**src/rtl/regfile_wb_pkg.sv**
```systemverilog
// -----------------------------------------------------------------------------
// regfile_wb_pkg
// Shared definitions for the register-file write-back arbiter.
//   - Default address/data/counter widths.
//   - wb_src_e  : round-robin pointer encoding (which source wins a conflict).
//   - wb_req_t  : a write request {rd, data} at the default widths.
//   - other_src : flips the round-robin pointer.
// Optional feature macro used by the files importing this package: WB_BYPASS_EN.
// -----------------------------------------------------------------------------
package regfile_wb_pkg;

   localparam int WB_ADDR_WIDTH = 5;
   localparam int WB_DATA_WIDTH = 32;
   localparam int WB_CNT_WIDTH  = 2;

   typedef enum logic {
      SRC_ALU = 1'b0,
      SRC_LSU = 1'b1
   } wb_src_e;

   typedef struct packed {
      logic [WB_ADDR_WIDTH-1:0] rd;
      logic [WB_DATA_WIDTH-1:0] data;
   } wb_req_t;

   function automatic wb_src_e other_src(input wb_src_e src);
      return (src == SRC_ALU) ? SRC_LSU : SRC_ALU;
   endfunction

endpackage : regfile_wb_pkg

```
**src/rtl/regfile_wb_arbiter_scoreboard.sv**
```systemverilog
// -----------------------------------------------------------------------------
// wb_scoreboard
// Per-register pending-writer counters used by decode to stall on RAW hazards.
//
// Ports:
//   clk, rst                 clock, asynchronous active-high reset
//   issue_valid, issue_rd    decode issues an instruction writing issue_rd
//   issue_ready              low when the counter for issue_rd is saturated
//   wr_en, wr_rd             register-file write happening this cycle
//   query_ra, query_rb       decode source registers
//   busy_a, busy_b           source has a pending writer
//   fwd_a_valid, fwd_b_valid (WB_BYPASS_EN only) source can take the value
//                            being written this cycle instead of stalling
//
// Macro WB_BYPASS_EN: when defined, the last pending write to a register is
// forwarded in its RegWr cycle and busy is suppressed for that source.
// -----------------------------------------------------------------------------
module wb_scoreboard
   import regfile_wb_pkg::*;
#(
   parameter int ADDR_WIDTH = WB_ADDR_WIDTH,
   parameter int CNT_WIDTH  = WB_CNT_WIDTH
) (
   input  logic                  clk,
   input  logic                  rst,
   input  logic                  issue_valid,
   input  logic [ADDR_WIDTH-1:0] issue_rd,
   output logic                  issue_ready,
   input  logic                  wr_en,
   input  logic [ADDR_WIDTH-1:0] wr_rd,
   input  logic [ADDR_WIDTH-1:0] query_ra,
   input  logic [ADDR_WIDTH-1:0] query_rb,
`ifdef WB_BYPASS_EN
   output logic                  fwd_a_valid,
   output logic                  fwd_b_valid,
`endif
   output logic                  busy_a,
   output logic                  busy_b
);

   localparam int NUM_REGS = 2 ** ADDR_WIDTH;
   localparam logic [CNT_WIDTH-1:0] CNT_MAX = '1;
   localparam logic [CNT_WIDTH-1:0] CNT_ONE = CNT_WIDTH'(1);

   logic [CNT_WIDTH-1:0] cnt_q [NUM_REGS];
   logic [CNT_WIDTH-1:0] cnt_d [NUM_REGS];

   logic issue_fire;
   logic retire;

   // A saturated counter may still accept an issue when the same register
   // retires this cycle: the increment and decrement cancel.
   assign issue_ready = (cnt_q[issue_rd] != CNT_MAX) || (wr_en && (wr_rd == issue_rd));

   // x0 is never tracked, so it can never look busy.
   assign issue_fire = issue_valid && issue_ready && (issue_rd != '0);

   // Underflow guard: a retire against an empty counter is ignored.
   assign retire = wr_en && (cnt_q[wr_rd] != '0);

   always_comb begin
      // NOTE: every combinational output gets a default before any branch;
      // a path that leaves it unassigned would infer a latch.
      cnt_d = cnt_q;
      for (int i = 0; i < NUM_REGS; i++) begin
         if (issue_fire && (issue_rd == ADDR_WIDTH'(i)) &&
             !(retire && (wr_rd == ADDR_WIDTH'(i)))) begin
            cnt_d[i] = cnt_q[i] + CNT_ONE;
         end else if (retire && (wr_rd == ADDR_WIDTH'(i)) &&
                      !(issue_fire && (issue_rd == ADDR_WIDTH'(i)))) begin
            cnt_d[i] = cnt_q[i] - CNT_ONE;
         end
      end
   end

   always_ff @(posedge clk or posedge rst) begin
      if (rst) begin
         // NOTE: the counter array is a bank of flops, not a RAM, and it must
         // clear on reset; stale counts would stall decode indefinitely.
         for (int i = 0; i < NUM_REGS; i++) begin
            cnt_q[i] <= '0;
         end
      end else begin
         // NOTE: state is updated with non-blocking assignments so every flop
         // samples pre-edge values regardless of statement order.
         cnt_q <= cnt_d;
      end
   end

`ifdef WB_BYPASS_EN
   logic wr_last;

   // The write in flight is the only remaining writer of wr_rd, so its data
   // is the final value decode needs.
   assign wr_last     = wr_en && (wr_rd != '0) && (cnt_q[wr_rd] == CNT_ONE);
   assign fwd_a_valid = wr_last && (wr_rd == query_ra);
   assign fwd_b_valid = wr_last && (wr_rd == query_rb);
   assign busy_a      = (cnt_q[query_ra] != '0) && !fwd_a_valid;
   assign busy_b      = (cnt_q[query_rb] != '0) && !fwd_b_valid;
`else
   // Without forwarding the source stays busy through its RegWr cycle.
   assign busy_a = (cnt_q[query_ra] != '0);
   assign busy_b = (cnt_q[query_rb] != '0);
`endif

`ifndef SYNTHESIS
   a_no_underflow : assert property (@(posedge clk) disable iff (rst)
      wr_en |-> (cnt_q[wr_rd] != '0));
`endif

endmodule : wb_scoreboard

```
**src/rtl/regfile_wb_arbiter.sv**
```systemverilog
// -----------------------------------------------------------------------------
// regfile_wb_arbiter
// Arbitrates ALU and LSU results onto the single register-file write port and
// tracks in-flight destinations so decode can stall on RAW hazards.
//
// Ports:
//   Wrclk, rst                        clock, asynchronous active-high reset
//   issue_valid/issue_rd/issue_ready  decode issue handshake
//   alu_valid/alu_rd/alu_data/alu_ready  ALU result handshake
//   lsu_valid/lsu_rd/lsu_data/lsu_ready  load result handshake
//   query_ra/query_rb, busy_a/busy_b  hazard lookup for decode sources
//   Rw/busW/RegWr                     register-file write port
//   fwd_a_valid/fwd_b_valid/fwd_data  (WB_BYPASS_EN only) write-back forwarding
//
// Macro WB_BYPASS_EN: adds forwarding of the final pending write so decode
// does not stall through the RegWr cycle.
// -----------------------------------------------------------------------------
module regfile_wb_arbiter
   import regfile_wb_pkg::*;
#(
   parameter int ADDR_WIDTH = WB_ADDR_WIDTH,
   parameter int DATA_WIDTH = WB_DATA_WIDTH,
   parameter int CNT_WIDTH  = WB_CNT_WIDTH
) (
   input  logic                  Wrclk,
   input  logic                  rst,
   input  logic                  issue_valid,
   input  logic [ADDR_WIDTH-1:0] issue_rd,
   output logic                  issue_ready,
   input  logic                  alu_valid,
   input  logic [ADDR_WIDTH-1:0] alu_rd,
   input  logic [DATA_WIDTH-1:0] alu_data,
   output logic                  alu_ready,
   input  logic                  lsu_valid,
   input  logic [ADDR_WIDTH-1:0] lsu_rd,
   input  logic [DATA_WIDTH-1:0] lsu_data,
   output logic                  lsu_ready,
   input  logic [ADDR_WIDTH-1:0] query_ra,
   input  logic [ADDR_WIDTH-1:0] query_rb,
   output logic                  busy_a,
   output logic                  busy_b,
`ifdef WB_BYPASS_EN
   output logic                  fwd_a_valid,
   output logic                  fwd_b_valid,
   output logic [DATA_WIDTH-1:0] fwd_data,
`endif
   output logic [ADDR_WIDTH-1:0] Rw,
   output logic [DATA_WIDTH-1:0] busW,
   output logic                  RegWr
);

   typedef struct packed {
      logic [ADDR_WIDTH-1:0] rd;
      logic [DATA_WIDTH-1:0] data;
   } req_t;

   // Round-robin pointer: which source wins the next conflict.
   wb_src_e ptr_q, ptr_d;

   logic grant_alu;
   logic grant_lsu;
   req_t alu_req;
   req_t lsu_req;
   req_t sel_req;

   logic [ADDR_WIDTH-1:0] rw_q, rw_d;
   logic [DATA_WIDTH-1:0] busw_q, busw_d;
   logic                  regwr_q, regwr_d;

   assign alu_req = '{rd: alu_rd, data: alu_data};
   assign lsu_req = '{rd: lsu_rd, data: lsu_data};

   // Arbiter: a lone requester always wins; the pointer moves only when both
   // sources compete, so an idle source never loses its turn.
   always_comb begin
      grant_alu = 1'b0;
      grant_lsu = 1'b0;
      ptr_d     = ptr_q;
      if (alu_valid && lsu_valid) begin
         if (ptr_q == SRC_LSU) begin
            grant_lsu = 1'b1;
         end else begin
            grant_alu = 1'b1;
         end
         ptr_d = other_src(ptr_q);
      end else begin
         grant_alu = alu_valid;
         grant_lsu = lsu_valid;
      end
   end

   assign alu_ready = grant_alu;
   assign lsu_ready = grant_lsu;
   assign sel_req   = grant_lsu ? lsu_req : alu_req;

   // Write stage: one register between accept and the RF write port. A write
   // to x0 completes its handshake but never raises RegWr.
   always_comb begin
      rw_d    = rw_q;
      busw_d  = busw_q;
      regwr_d = 1'b0;
      if (grant_alu || grant_lsu) begin
         rw_d    = sel_req.rd;
         busw_d  = sel_req.data;
         regwr_d = (sel_req.rd != '0);
      end
   end

   always_ff @(posedge Wrclk or posedge rst) begin
      if (rst) begin
         ptr_q   <= SRC_LSU;
         rw_q    <= '0;
         busw_q  <= '0;
         regwr_q <= 1'b0;
      end else begin
         ptr_q   <= ptr_d;
         rw_q    <= rw_d;
         busw_q  <= busw_d;
         regwr_q <= regwr_d;
      end
   end

   assign Rw    = rw_q;
   assign busW  = busw_q;
   assign RegWr = regwr_q;

`ifdef WB_BYPASS_EN
   assign fwd_data = busw_q;
`endif

   wb_scoreboard #(
      .ADDR_WIDTH (ADDR_WIDTH),
      .CNT_WIDTH  (CNT_WIDTH)
   ) u_scoreboard (
      .clk         (Wrclk),
      .rst         (rst),
      .issue_valid (issue_valid),
      .issue_rd    (issue_rd),
      .issue_ready (issue_ready),
      .wr_en       (regwr_q),
      .wr_rd       (rw_q),
      .query_ra    (query_ra),
      .query_rb    (query_rb),
`ifdef WB_BYPASS_EN
      .fwd_a_valid (fwd_a_valid),
      .fwd_b_valid (fwd_b_valid),
`endif
      .busy_a      (busy_a),
      .busy_b      (busy_b)
   );

endmodule : regfile_wb_arbiter
```
**config.mk**
```make
export PLATFORM = sky130hd
export DESIGN_NAME = regfile_wb_arbiter
export DESIGN_NICKNAME = d
export VERILOG_FILES = /design/src/rtl/regfile_wb_pkg.sv /design/src/rtl/regfile_wb_arbiter_scoreboard.sv /design/src/rtl/regfile_wb_arbiter.sv
export SDC_FILE = /design/constraint.sdc
export NUM_CORES = 1
export LEC_CHECK = 0
export BUFFER_PORTS_ARGS = -buffer_cell sky130_fd_sc_hd__buf_4
export CELL_PAD_IN_SITES_DETAIL_PLACEMENT = 1
export CELL_PAD_IN_SITES_GLOBAL_PLACEMENT = 2
export CORE_MARGIN = 8
export CORE_UTILIZATION = 34
export DETAILED_ROUTE_END_ITERATION = 12
export PLACE_DENSITY = 0.86
export SETUP_SLACK_MARGIN = 0.2
export SYNTH_ARGS = -nofsm -noshare
export SYNTH_HDL_FRONTEND = slang
export SYNTH_SLANG_ARGS = --single-unit
```
**constraint.sdc**
```tcl
create_clock -name Wrclk -period 4.2 [get_ports Wrclk]
set_input_delay 0.84 -clock Wrclk [delete_from_list [all_inputs] [get_ports Wrclk]]
set_output_delay 0.84 -clock Wrclk [all_outputs]
set_load 0.01 [all_outputs]
```
After elaboration in Yosys (flattened, before gate mapping)
Index checks and enable logic that the tools add are counted.
Word-level totals
  RAM bits: 0
  bits of input ports: 94
  memory bits (read-only): 0
  memories: 0
  logic and storage cells: 492
  bits in registers: 103
  bits in latches: 0
Cells by class
  mux-type cells: 82
  add/sub/neg operators: 64
  reductions and logical operators: 238
  equal/unequal tests: 64
  shifts and indexed selects: 0
  $lt $le $gt $ge: 4
  multipliers: 0
  bitwise logic cells: 4
  div/mod/pow operators: 0
Operators by type and width (number)
  $eq 5x5->1 const B: 32
  $mux 2: 72
  $logic_and 1x1->1: 133
  $eq 5x4->1 const B: 16
  $reduce_bool 2->1: 35
  $add 2x1->2 const B: 32
  $logic_not 1->1: 64
  $sub 2x1->2 const B: 32
  $bmux 2 s5: 4
  $eq 5x3->1 const B: 8
  $mux 37: 1
  $ge 6x6->1 const B: 4
  $not 5->6: 4
  $eq 5x2->1 const B: 4
  $eq 5x1->1 const B: 2
  $logic_not 5->1: 2
  $reduce_bool 5->1: 2
  $eq 5x5->1: 1
  $mux 1: 5
  $logic_or 1x1->1: 2
  $ne 2x2->1 const B: 1

Depth between registers and ports, before layout
  depth after elaboration: 13
  depth in mapped cells: 12
  mapped depth without buffers: 9

Cells and area by module
A second synthesis with hierarchy kept.
Second synthesis, totals
  cell total of the unflattened synthesis: 661
  area, all modules: 6765.2 sq um
By module, submodules not included
  wb_scoreboard: times used 1, area each 4953.5 sq um, cells each 518
  regfile_wb_arbiter: times used 1, area each 1811.7 sq um, cells each 143

Least setup slack after synthesis
Ideal clock, no wire load.
  path type: in2out
  from: input query_ra[4]
  to: output busy_a
  buffers on the path: 1
  path slack: 1.234 ns
  stages on the path: 5
  arrival time: 2.126 ns
  required time: 3.360 ns
  cell sequence: clkbuf_1 mux4_2 mux2i_1 mux2i_1 mux2i_1
Between the ends
  cells in the longest elaborated chain, start to end: 5
RTL lines
  start, declared: line regfile_wb_arbiter.sv:38  | input logic [ADDR_WIDTH-1:0] query_ra,
  $not 5->6 (implied by the code): line regfile_wb_arbiter_scoreboard.sv:102  | assign busy_a = (cnt_q[query_ra] != '0);
  $bmux 2 s5: line regfile_wb_arbiter_scoreboard.sv:102
  $mux 2 (implied by the code) (2 in a row): line regfile_wb_arbiter_scoreboard.sv:102
  $reduce_bool 2->1: line regfile_wb_arbiter_scoreboard.sv:102
  end, declared: line regfile_wb_arbiter.sv:40  | output logic busy_a,
Every way passes these cells. The select of a mux whose other input is x is not followed.

Final worst setup path
  from: register rw_q[1], in the netlist Rw[1]
  to: output issue_ready
Between the ends
  cells in the longest elaborated chain, start to end: 3
RTL lines
  start, declared: line regfile_wb_arbiter.sv:66  | logic [ADDR_WIDTH-1:0] rw_q, rw_d;
  start signal, assigned: line regfile_wb_arbiter.sv:117  | rw_q <= rw_d;
  $eq 5x5->1: line regfile_wb_arbiter_scoreboard.sv:53  | assign issue_ready = (cnt_q[issue_rd] != CNT_MAX) || (wr_en && (wr_rd == issue_rd));
  $logic_and 1x1->1: line regfile_wb_arbiter_scoreboard.sv:53
  $logic_or 1x1->1: line regfile_wb_arbiter_scoreboard.sv:53
  end, declared: line regfile_wb_arbiter.sv:29  | output logic issue_ready,
Every way passes these cells.

==> metrics.md <==
| Metric | Value |
|---|---|
| Core Util, Final | `0.424` |
| Clock share of power | `0.198` |
| DR vias | `5660` |
| Worst slew pin tran | `0.931 ns` |
| Register area share after synthesis | `0.388` |
| Psw | `1.67 mW` |
| Most frequent cells in the layout | `buf_4, nand2_1, dfrtp_1` |
| Clk pin slew, worst setup/hold paths | `0.08 ns` |
| Net Sw Frac | `0.398` |
| Final Hold Vio Count | `0` |
| Max Cap Viol | `0` |
| Synthesized Nets | `808` |
| Worst slew margin | `0.379` |
| Ys Warns | `0` |
| Postcts setup bufs | `0` |
| Share of cells above drive strength 1 | `0.254` |
| Number of synthesized register bits | `103` |
| Commonest non-fill, non-tap cell in the layout | `buf_4` |
| Multiplexer area fraction after synthesis | `0.113` |
| Die ar. | `24300 um2` |
| WHS Endpoint | `u_scoreboard.cnt_q[45]$_DFFE_PP0P_` |
| Mapped Area | `6650 um2` |
| Post-CTS sizing | `0` |
| Post-Syn Area per Cell | `9.74 um2` |
| Final Cycle Share | `0.788` |
| Row count | `51` |
| Comb pwr share | `0.361` |
| Largest net degree at the start of global routing | `48` |
| GRT Total Usage | `0.184` |
| CP startpoint | `Rw[1]$_DFFE_PP0P_` |
| Pre-antenna DRT Iters | `4` |
| Final worst setup slack | `0.890 ns` |
| CP max-delay cell | `dfrtp_1` |
| Crit-path most repeated cell | `nor3_1` |
| VDD IR max | `0.206 mV` |
| Layout net count | `928` |
| DP Worst Slack | `1.04 ns` |
| CTS tree | `done` |
| Combinational family with the most area after synthesis | `simple AND/OR/NAND/NOR gates` |
| Hold depth | `1` |
| R2R Path End | `u_scoreboard.cnt_q[47]$_DFFE_PP0P_` |
| Fmax | `302 MHz` |
| Top cells by area, synth | `dfrtp_1, xor2_1, mux4_2` |
| Initial core utilization | `0.344` |
| First DRT Iteration DRCs | `281` |
| DRC Markers | `0` |
| Num Clock Sinks | `103` |
| Final setup violation count | `0` |
| Hold/Removal Path Class | `reg2reg` |
| Setup CP Type | `reg2out` |
| Routed len/inst | `20.1 um` |
| Post-synth EDFFs | `0` |
| Max clock buf depth | `2` |
| CTS root buf | `clkbuf_16` |
| RSZ-0062 raised after global routing | `no` |
| Max incr delay on CP | `0.95 ns` |
| Antenna violations before repair | `0` |
| Leakage | `3.61 nW` |
| Hold path startpoint | `u_scoreboard.cnt_q[45]$_DFFE_PP0P_` |
| P_int | `2.53 mW` |
| DR vias/cell | `5.27` |
| Status | `finished, final reports clean` |
| Detailed-placement wirelength estimate | `16.6 mm` |
| Core ar. | `19300 um2` |
| Crit-path max FO | `21` |
| Global placement routability congestion | `0.862` |
| Xor/xnor share of the synthesized area | `0.129` |
| Worst R2R Start | `Rw[1]$_DFFE_PP0P_` |
| First-pass GRT wire length | `34.8 mm` |
| Routed WL | `21.6 mm` |
| Worst reg-to-reg path cell count | `8` |
| GRT Residual Overflow | `0` |
| CP Cell Sequence | `xor2_1 > nor4_2 > a31o_2 > nor3_1 > nor3_1 > buf_4` |
| Pwr Density | `513 nW/um2` |
| Cts hold-fix bufs | `0` |
| Critical Path RT | `3.36 ns` |
| I/O Buffers | `136` |
| Post-synthesis adder-cell area fraction | `0.0583` |
| R2r setup slk | `1.11 ns` |
| Crit-path leading delay family | `flip-flops` |
| Cells after Synth | `683` |
| Critical path arrival | `2.47 ns` |
| Top-area cell type share of the netlist area | `0.384` |
| Count of cell types in the netlist | `51` |
| Worst path buffer plus inverter count | `1` |
| CTS buffer count | `9` |
| Fin. max-slew vios | `0` |
| Share of flip-flops with an asynchronous set or reset | `1.00` |
| # IOs | `137` |
| Synth Area in Compound Gates | `0.0905` |
| Reg power frac | `0.441` |
| Clk_skew | `0.0116 ns` |
| H-tree depth | `3` |
| Clock latency on the worst-skew pair | `0.37 ns` |
| Simple-gate share of the synthesized area | `0.186` |
| Number of global-route vias before repair | `6168` |
| Critical path endpoint category | `output pin` |
| Routed Antenna Nets | `0` |
| CP startpoint kind | `register` |
| Area delta synth->final | `23.1%` |
| Antenna fix cells | `0` |
| Synth area leader | `dfrtp_1` |
| Main synth FF type | `dfrtp_1` |
| Sum Neg Setup Slack | `0 ns` |
| Die X | `156 um` |
| Min Clock Period, post-route | `3.31 ns` |
| Die height | `156 um` |
worst max-delay path by stage:
stage	endpoint	cells after the start
final	issue_ready	6
after global routing	issue_ready	6
after CTS	issue_ready	6
after detailed placement	issue_ready	7
after global placement	issue_ready	7
after floorplan	RegWr$_DFF_PP0_	1
routing by layer:
layer  vias to the layer above  track usage  part of all wire
li1                       2611            -                 -
met1                      2812        0.227              0.42
met2                       214        0.288              0.47
met3                        23       0.0773             0.099
met4                         0       0.0541             0.015
met5                         -            0                 0
area by class of cell:
| cell class | count | area [um2] |
|---|---|---|
| flip-flops and latches | 103 | 2580 |
| clock buffers | 10 | 229 |
| repair buffers | 147 | 1100 |
| multi-input cells | 533 | 3860 |
| fillers | 2269 | 11100 |
| inverters | 9 | 36.3 |
| well taps | 265 | 332 |
| clock inverters | 6 | 53.8 |
logic make-up (layout without fill, tap and decap cells):
family	after synthesis	after routing
buf+inv	47	172
fa+ha+maj	31	31
xor+xnor	98	98
flops	103	103
mux	46	46
compound gates	81	81
simple gates	277	277
per-stage QoR:
stage               area (um2)  std cells  total power [mW]  hold WS, ns
floorplan                 6650        683              2.76        0.456
global placement          7910       1057              3.33        0.475
detailed placement        7910       1057              3.38        0.483
CTS                       8190       1073              4.25        0.496
global route              8190       1073              4.48        0.512
finish                    8190       1073              4.20        0.489
flip-flops by register name, indices dropped and copies added (netlist names):
signal,flops
RegWr,1
busW,32
ptr_q,1
Rw,5
u_scoreboard.cnt_q,64
power groups by stage:
stage	clock (mW)	combinational [mW]	sequential [mW]
after floorplan	0	1.02	1.73
after global placement	0	1.49	1.85
after detailed placement	0	1.53	1.85
after CTS	0.865	1.53	1.85
after global routing	0.897	1.68	1.91
final	0.834	1.52	1.85
cells in the mapped netlist (11+ instances only):
library cell and instances:
o21ai_0 12, xnor2_1 32, nor2_1 100, a22oi_1 34, mux4_2 23, nand2_1 112, xor2_1 66, ha_1 31
nand4_1 16, nand3_1 11, clkbuf_1 19, mux2i_1 21, dfrtp_1 102
(Power assumes the default switching activity.)
